$ cat src/rtl/sram_arb_pkg.sv
//
// sram_arb_pkg
// Shared definitions for the SRAM port-0 arbiter slice: arbiter FSM states,
// requester ids and the default bus widths of the SRAM macro.
//
// Contents:
//   arbState_e          ST_INIT (zero-fill sweep) / ST_RUN (normal arbitration)
//   REQ_M0 / REQ_M1     requester ids as stored in last-grant and read-id registers
//   DEFAULT_*           default widths matching the SRAM macro
//
package sram_arb_pkg;

   typedef enum logic {
      ST_INIT = 1'b0,
      ST_RUN  = 1'b1
   } arbState_e;

   localparam logic REQ_M0 = 1'b0;
   localparam logic REQ_M1 = 1'b1;

   localparam int DEFAULT_ADDR_WIDTH = 17;
   localparam int DEFAULT_DATA_WIDTH = 32;
   localparam int DEFAULT_NUM_WMASKS = 4;

endpackage

$ cat src/rtl/rr_arbiter2.sv
//
// rr_arbiter2
// Two-way arbiter with a last-grant register. In round-robin mode a conflict
// goes to the requester that was not granted last; in fixed-priority mode
// requester 0 always wins. The grant is purely combinational from req_i.
//
// Ports:
//   clk_i         clock
//   rst_ni        synchronous active-low reset (last grant -> m1)
//   req_i[1:0]    request vector, bit 0 = m0, bit 1 = m1
//   advance_i     allow the last-grant register to update on a grant
//   fixed_prio_i  1 = m0 always wins, 0 = round-robin
//   gnt_o[1:0]    one-hot grant (or zero when nobody requests)
//
module rr_arbiter2
   import sram_arb_pkg::*;
(
   input  logic       clk_i,
   input  logic       rst_ni,
   input  logic [1:0] req_i,
   input  logic       advance_i,
   input  logic       fixed_prio_i,
   output logic [1:0] gnt_o
);

   logic lastGrant_q;
   logic lastGrant_d;

   // Grant selection. Only a true conflict consults the priority scheme; a
   // single requester is simply passed through. gnt_o[1] doubles as the id of
   // the winner since REQ_M1 is 1.
   always_comb begin
      gnt_o       = 2'b00;
      lastGrant_d = lastGrant_q;
      if (req_i == 2'b11) begin
         if (fixed_prio_i || (lastGrant_q == REQ_M1)) begin
            gnt_o = 2'b01;
         end else begin
            gnt_o = 2'b10;
         end
      end else begin
         gnt_o = req_i;
      end
      if (advance_i && (gnt_o != 2'b00)) begin
         lastGrant_d = gnt_o[1];
      end
   end

   // Last-grant register. Resetting to m1 makes m0 the winner of the first
   // conflict after reset.
   always_ff @(posedge clk_i) begin
      if (!rst_ni) begin
         lastGrant_q <= REQ_M1;
      end else begin
         lastGrant_q <= lastGrant_d;
      end
   end

endmodule

$ cat src/rtl/sram_port_arbiter.sv
//
// sram_port_arbiter
// Shares SRAM port 0 between an instruction-fetch requester (m0) and a data
// load/store requester (m1). Optionally zero-fills the whole array after
// reset before any request is accepted. Read data is routed back with a
// one-cycle rvalid pulse on the master that issued the read.
//
// Ports:
//   clk_i, rst_ni                 clock, synchronous active-low reset
//   mX_req_i/we_i/be_i/addr_i/wdata_i   request from master X (held until gnt)
//   mX_gnt_o                      request accepted this cycle (combinational)
//   mX_rvalid_o, mX_rdata_o       read response, one cycle after the grant
//   init_done_o                   high while requests are being accepted
//   sram_csb0_o, sram_web0_o      active-low chip select / write enable
//   sram_wmask0_o, sram_addr0_o, sram_din0_o   port-0 mask, address, data
//   sram_dout0_i                  port-0 read data, valid the cycle after a read
//
module sram_port_arbiter
   import sram_arb_pkg::*;
#(
   parameter int ADDR_WIDTH = DEFAULT_ADDR_WIDTH,
   parameter int DATA_WIDTH = DEFAULT_DATA_WIDTH,
   parameter int NUM_WMASKS = DEFAULT_NUM_WMASKS,
   parameter int FIXED_PRIO = 0,
   parameter int ZERO_INIT  = 0
)(
   input  logic                  clk_i,
   input  logic                  rst_ni,
   input  logic                  m0_req_i,
   input  logic                  m0_we_i,
   input  logic [NUM_WMASKS-1:0] m0_be_i,
   input  logic [ADDR_WIDTH-1:0] m0_addr_i,
   input  logic [DATA_WIDTH-1:0] m0_wdata_i,
   input  logic                  m1_req_i,
   input  logic                  m1_we_i,
   input  logic [NUM_WMASKS-1:0] m1_be_i,
   input  logic [ADDR_WIDTH-1:0] m1_addr_i,
   input  logic [DATA_WIDTH-1:0] m1_wdata_i,
   output logic                  m0_gnt_o,
   output logic                  m1_gnt_o,
   output logic                  m0_rvalid_o,
   output logic                  m1_rvalid_o,
   output logic [DATA_WIDTH-1:0] m0_rdata_o,
   output logic [DATA_WIDTH-1:0] m1_rdata_o,
   output logic                  init_done_o,
   output logic                  sram_csb0_o,
   output logic                  sram_web0_o,
   output logic [NUM_WMASKS-1:0] sram_wmask0_o,
   output logic [ADDR_WIDTH-1:0] sram_addr0_o,
   output logic [DATA_WIDTH-1:0] sram_din0_o,
   input  logic [DATA_WIDTH-1:0] sram_dout0_i
);

   arbState_e             state_q;
   arbState_e             state_d;
   logic [ADDR_WIDTH-1:0] sweepCnt_q;
   logic [ADDR_WIDTH-1:0] sweepCnt_d;
   logic                  rdPend_q;
   logic                  rdPend_d;
   logic                  rdId_q;
   logic                  rdId_d;
   logic                  running;
   logic                  sweeping;
   logic [1:0]            reqVec;
   logic [1:0]            gntVec;

   // While rst_ni is held low the port is kept quiet even though the state
   // registers only clear on the next edge, so a reset never lets a grant or
   // a sweep write slip through.
   assign running  = rst_ni && (state_q == ST_RUN);
   assign sweeping = rst_ni && (state_q == ST_INIT);
   assign reqVec   = running ? {m1_req_i, m0_req_i} : 2'b00;

   rr_arbiter2 uArb (
      .clk_i        (clk_i),
      .rst_ni       (rst_ni),
      .req_i        (reqVec),
      .advance_i    (running),
      .fixed_prio_i (FIXED_PRIO != 0),
      .gnt_o        (gntVec)
   );

   // Next-state and SRAM port mux. INIT writes zero to the address held in
   // the sweep counter every cycle and leaves on the all-ones address; RUN
   // forwards the winning master's fields. The read pipeline records whether
   // the winner issued a read and which master it was.
   always_comb begin
      state_d       = state_q;
      sweepCnt_d    = sweepCnt_q;
      rdPend_d      = 1'b0;
      rdId_d        = REQ_M0;
      m0_gnt_o      = gntVec[0];
      m1_gnt_o      = gntVec[1];
      sram_csb0_o   = 1'b1;
      sram_web0_o   = 1'b1;
      sram_wmask0_o = '0;
      sram_addr0_o  = '0;
      sram_din0_o   = '0;
      if (sweeping) begin
         sram_csb0_o   = 1'b0;
         sram_web0_o   = 1'b0;
         sram_wmask0_o = '1;
         sram_addr0_o  = sweepCnt_q;
         sweepCnt_d    = sweepCnt_q + 1'b1;
         if (&sweepCnt_q) begin
            state_d = ST_RUN;
         end
      end else if (gntVec[0]) begin
         sram_csb0_o   = 1'b0;
         sram_web0_o   = ~m0_we_i;
         sram_wmask0_o = m0_be_i;
         sram_addr0_o  = m0_addr_i;
         sram_din0_o   = m0_wdata_i;
         rdPend_d      = ~m0_we_i;
         rdId_d        = REQ_M0;
      end else if (gntVec[1]) begin
         sram_csb0_o   = 1'b0;
         sram_web0_o   = ~m1_we_i;
         sram_wmask0_o = m1_be_i;
         sram_addr0_o  = m1_addr_i;
         sram_din0_o   = m1_wdata_i;
         rdPend_d      = ~m1_we_i;
         rdId_d        = REQ_M1;
      end
   end

   // State, sweep counter and read-response registers. Reset restarts the
   // sweep at address 0 and drops any read still in flight.
   always_ff @(posedge clk_i) begin
      if (!rst_ni) begin
         state_q    <= (ZERO_INIT != 0) ? ST_INIT : ST_RUN;
         sweepCnt_q <= '0;
         rdPend_q   <= 1'b0;
         rdId_q     <= REQ_M0;
      end else begin
         state_q    <= state_d;
         sweepCnt_q <= sweepCnt_d;
         rdPend_q   <= rdPend_d;
         rdId_q     <= rdId_d;
      end
   end

   // Read data is shared by both masters; rvalid tells each one whether it
   // is theirs. rvalid is also masked while reset is held.
   assign m0_rvalid_o = rst_ni && rdPend_q && (rdId_q == REQ_M0);
   assign m1_rvalid_o = rst_ni && rdPend_q && (rdId_q == REQ_M1);
   assign m0_rdata_o  = sram_dout0_i;
   assign m1_rdata_o  = sram_dout0_i;
   assign init_done_o = running;

endmodule

$ cat config.mk
export PLATFORM = sky130hd
export DESIGN_NAME = sram_port_arbiter
export DESIGN_NICKNAME = d
export VERILOG_FILES = /design/src/rtl/sram_arb_pkg.sv /design/src/rtl/rr_arbiter2.sv /design/src/rtl/sram_port_arbiter.sv
export SDC_FILE = /design/constraint.sdc
export NUM_CORES = 1
export LEC_CHECK = 0
export BUFFER_PORTS_ARGS = -buffer_cell sky130_fd_sc_hd__buf_2
export CORE_AREA = 2 2 104 106
export CTS_BUF_LIST = sky130_fd_sc_hd__clkbuf_4
export CTS_CLUSTER_SIZE = 20
export DETAILED_ROUTE_END_ITERATION = 8
export DIE_AREA = 0 0 106 108
export HOLD_SLACK_MARGIN = 0.05
export PLACE_DENSITY = 0.55
export SLEW_MARGIN = 5
export SYNTH_ARGS = -nofsm -noshare
export SYNTH_HDL_FRONTEND = slang
export SYNTH_HIERARCHICAL = 1
export SYNTH_SLANG_ARGS = --single-unit
$ cat constraint.sdc
create_clock -name clk_i -period 2.7 [get_ports clk_i]
set_input_delay 0.135 -clock clk_i [delete_from_list [all_inputs] [get_ports clk_i]]
set_output_delay 0.135 -clock clk_i [all_outputs]
set_load 0.05 [all_outputs]
==> impl_metrics.env <==
export IMPL_cts_sinks=3
export IMPL_cts_root_buf="sky130_fd_sc_hd__clkbuf_4"
export IMPL_rows=37
export IMPL_worst_hold_startpoint="m0_we_i"
export IMPL_insertedDiodeCount=0
export IMPL_clock_tree_from_tritoncts="done"
export IMPL_fraction_of_layout_instances_using_a_drive_strength_above_1_pct=69.23
export IMPL_timing_slew_headroom_pct=59.32
export IMPL_htreeDepth=1
export IMPL_layoutNonFillerInstCount=396
export IMPL_irDropWorstVdd_mv=0.09588
export IMPL_port_buffers=171
export IMPL_area_growth_pct=39.17
export IMPL_rr_startpoint="uArb/lastGrant_q$_SDFFE_PN1P_"
export IMPL_post_synth_edffs=0
export IMPL_report_final_slew_viol_count=0
export IMPL_core_area_mm2=0.01023
export IMPL_netlist_cell_type_count=22
export IMPL_hpwl_um=3912
export IMPL_route_antenna_remaining_nets=0
export IMPL_finalSetupTns_ps=0
export IMPL_number_of_gates_resized_after_cts=0
export IMPL_drtIter0Drc=60
export IMPL_synth_top_cells_by_area="sky130_fd_sc_hd__buf_4 39%, sky130_fd_sc_hd__a22o_1 35%, sky130_fd_sc_hd__buf_8 5.9%, sky130_fd_sc_hd__dfxtp_1 4.7%, sky130_fd_sc_hd__nand2_1 2.1%"
export IMPL_worst_clock_skew_ps=0.3549
export IMPL_power_per_cell_area_mw_per_mm2=336.3
export IMPL_yosysWarnings=6
export IMPL_drc=0
export IMPL_grt_total_usage_pct=7.214
export IMPL_first_global_vias=1357
export IMPL_clk_pin_slew_worst_paths_ps=40
export IMPL_critPathCaptureType="output pin"
export IMPL_routed_wirelength_um=4870
export IMPL_final_period_minus_worst_setup_slack_ps=2172
export IMPL_maxClockFrequency_mhz=460.3
export IMPL_initial_core_util_pct=12.43
export IMPL_worst_r2r_setup_slack_ps=1110
export IMPL_gp_congestion=0.7038
export IMPL_post_synth_top_area_cell="sky130_fd_sc_hd__buf_4"
export IMPL_min_delay_worst_endpoint="rdPend_q$_SDFF_PN0_"
export IMPL_reg2regPathDepth=5
export IMPL_critPathLaunchType="flip-flop"
export IMPL_grt_start_max_net_pins=60
export IMPL_post_synth_cell_area_avg_um2=8.046
export IMPL_yosysSeqAreaShare_pct=4.724
export IMPL_post_synth_top_count_cell="sky130_fd_sc_hd__buf_4"
export IMPL_status="complete, no violations"
export IMPL_post_cts_setup_buffer_count=0
export IMPL_fin_crit_sh_pct=80.46
export IMPL_global_route_overflow_total=0
export IMPL_timing_final_hold_violations=0
export IMPL_global_route_usage_met3_pct=1.085
export IMPL_cts_path_max_buffers=2
export IMPL_synth_ff_type="sky130_fd_sc_hd__dfxtp_1"
export IMPL_worst_skew_pair_late_latency_ps=230
export IMPL_max_cap_viol_count=0
export IMPL_boundaryPins=268
export IMPL_avgViaCountPerCell=3.836
export IMPL_dieWidth_um=106
export IMPL_setup_repair_after_global_routing_missed_its_margin="false"
export IMPL_numCtsBuffers=3
export IMPL_synth_top_cells_by_count="66 x sky130_fd_sc_hd__buf_4, 51 x sky130_fd_sc_hd__a22o_1, 7 x sky130_fd_sc_hd__nand2_1"
export IMPL_worst_hold_path_num_cells=2
export IMPL_wire_per_inst_um=12.30
export IMPL_grt_antenna_before_repair=0
export IMPL_worstSetupPathType="reg2out"
export IMPL_die_height_um=108
export IMPL_placed_cells_incl_taps=392
export IMPL_worst_hold_class="in2reg"
export IMPL_worst_endpoint_arrival_ps=2040
export IMPL_synth_cells=158
export IMPL_fin_nets=405
export IMPL_synth_async_reset_ratio_pct=0
export IMPL_grt_util_met1_pct=7.184
export IMPL_worst_ep_required_time_ps=2570
export IMPL_p_leak_uw=0.001046
export IMPL_postCtsHoldBufs=0
export IMPL_setup_viol=0
export IMPL_synth_largest_type_area_fraction_pct=38.98
export IMPL_r2r_end="rdPend_q$_SDFF_PN0_"
export IMPL_syn_cell_area_mm2=0.001271
export IMPL_ys_seq_elements=3
export IMPL_firstDrtPassIters=3
export IMPL_most_used_routing_layer="met2"
export IMPL_first_pass_grt_wire_length_um=6472
export IMPL_dr_total_vias=1519
export IMPL_die_area_mm2=0.01145
export IMPL_worst_slew_pin_transition_ps=610.3
export IMPL_crit_path_max_fanout=59
export IMPL_grt_use_met2_pct=14.75
## cell usage in the layout, fill, tap and decap left out, drive strengths merged
cell type  Yosys  layout
nand2          7       7
o2bb2ai        1       1
a22oi          1       1
and3           1       1
conb           1       3
a21boi         1       1
and2           4       4
mux2i          1       1
o21ai          3       3
nor2           3       3
a22o          51      51
buf           74     173
dfxtp          3       3
a2bb2oi        1       1
a21oi          1       1
clkbuf         3       4
nor2b          2       2
## where the power goes
group	internal, uW	switching (uW)
combinational	145	311
sequential	46.7	1.71
clock	65.5	24.7
## sequential cells by signal (all words and copies together), names as in the netlist
register          flops
rdId_q                1
rdPend_q              1
uArb/lastGrant_q      1
## layer usage
layer / up-vias / share of wire [%]
li1: 714 / -
met1: 665 / 35
met2: 124 / 52
met3: 16 / 11
met4: 0 / 2.1
met5: - / 0
## through the flow
stage / setup WS, ps / utilization (%) / hold WS, ps / total power [uW] / instance area, um^2
3_5_place_dp: 696.5 / 17.00 / 270.5 / 508.3 / 1739
2_1_floorplan: 223.7 / - / 222.7 / 616.4 / 1279
4_1_cts: 476.7 / 17.29 / 100.2 / 603.3 / 1769
3_3_place_gp: 774.3 / 17.00 / 270.5 / 503.6 / 1739
6_report: 527.5 / 17.29 / 115.2 / 594.9 / 1769
5_1_grt: 404.3 / 17.29 / 109.0 / 629.3 / 1769
## cells by family (layout without fill, tap and decap cells)
family / count (synthesis) / after routing / share of synthesized area [%]
multiplexers: 1 / 1 / 0.7874
other: 1 / 3 / 0.2950
buffers and inverters: 77 / 177 / 47.93
AO/OA/AOI/OAI: 59 / 59 / 39.67
AND/OR/NAND/NOR: 17 / 17 / 6.595
flip-flops: 3 / 3 / 4.725
## worst max path at each step
stage	startpoint	end	slack, ps
after global routing	uArb/lastGrant_q$_SDFFE_PN1P_	sram_din0_o[2]	400
after CTS	uArb/lastGrant_q$_SDFFE_PN1P_	sram_din0_o[2]	480
after global placement	rst_ni	sram_din0_o[2]	770
final	uArb/lastGrant_q$_SDFFE_PN1P_	sram_din0_o[2]	530
after floorplan	uArb/lastGrant_q$_SDFFE_PN1P_	sram_wmask0_o[1]	220
after detailed placement	rst_ni	sram_din0_o[2]	700
## worst max-delay path: stages (launching register included)
cell and delay [ps]:
sky130_fd_sc_hd__dfxtp_1 390, sky130_fd_sc_hd__nor2_1 100, sky130_fd_sc_hd__a21boi_4 190, sky130_fd_sc_hd__buf_4 540, sky130_fd_sc_hd__a22o_1 290, sky130_fd_sc_hd__buf_2 280
## area by class of cell
type                       count  area, um^2
sequential                     3       60.06
timing repair buffer         173       883.3
multi-input combinational     80       625.6
clock buffer                   4       30.03
tap                          136       170.2
fill                        1181        8462
Note: power is estimated with default switching activity, not from simulation.
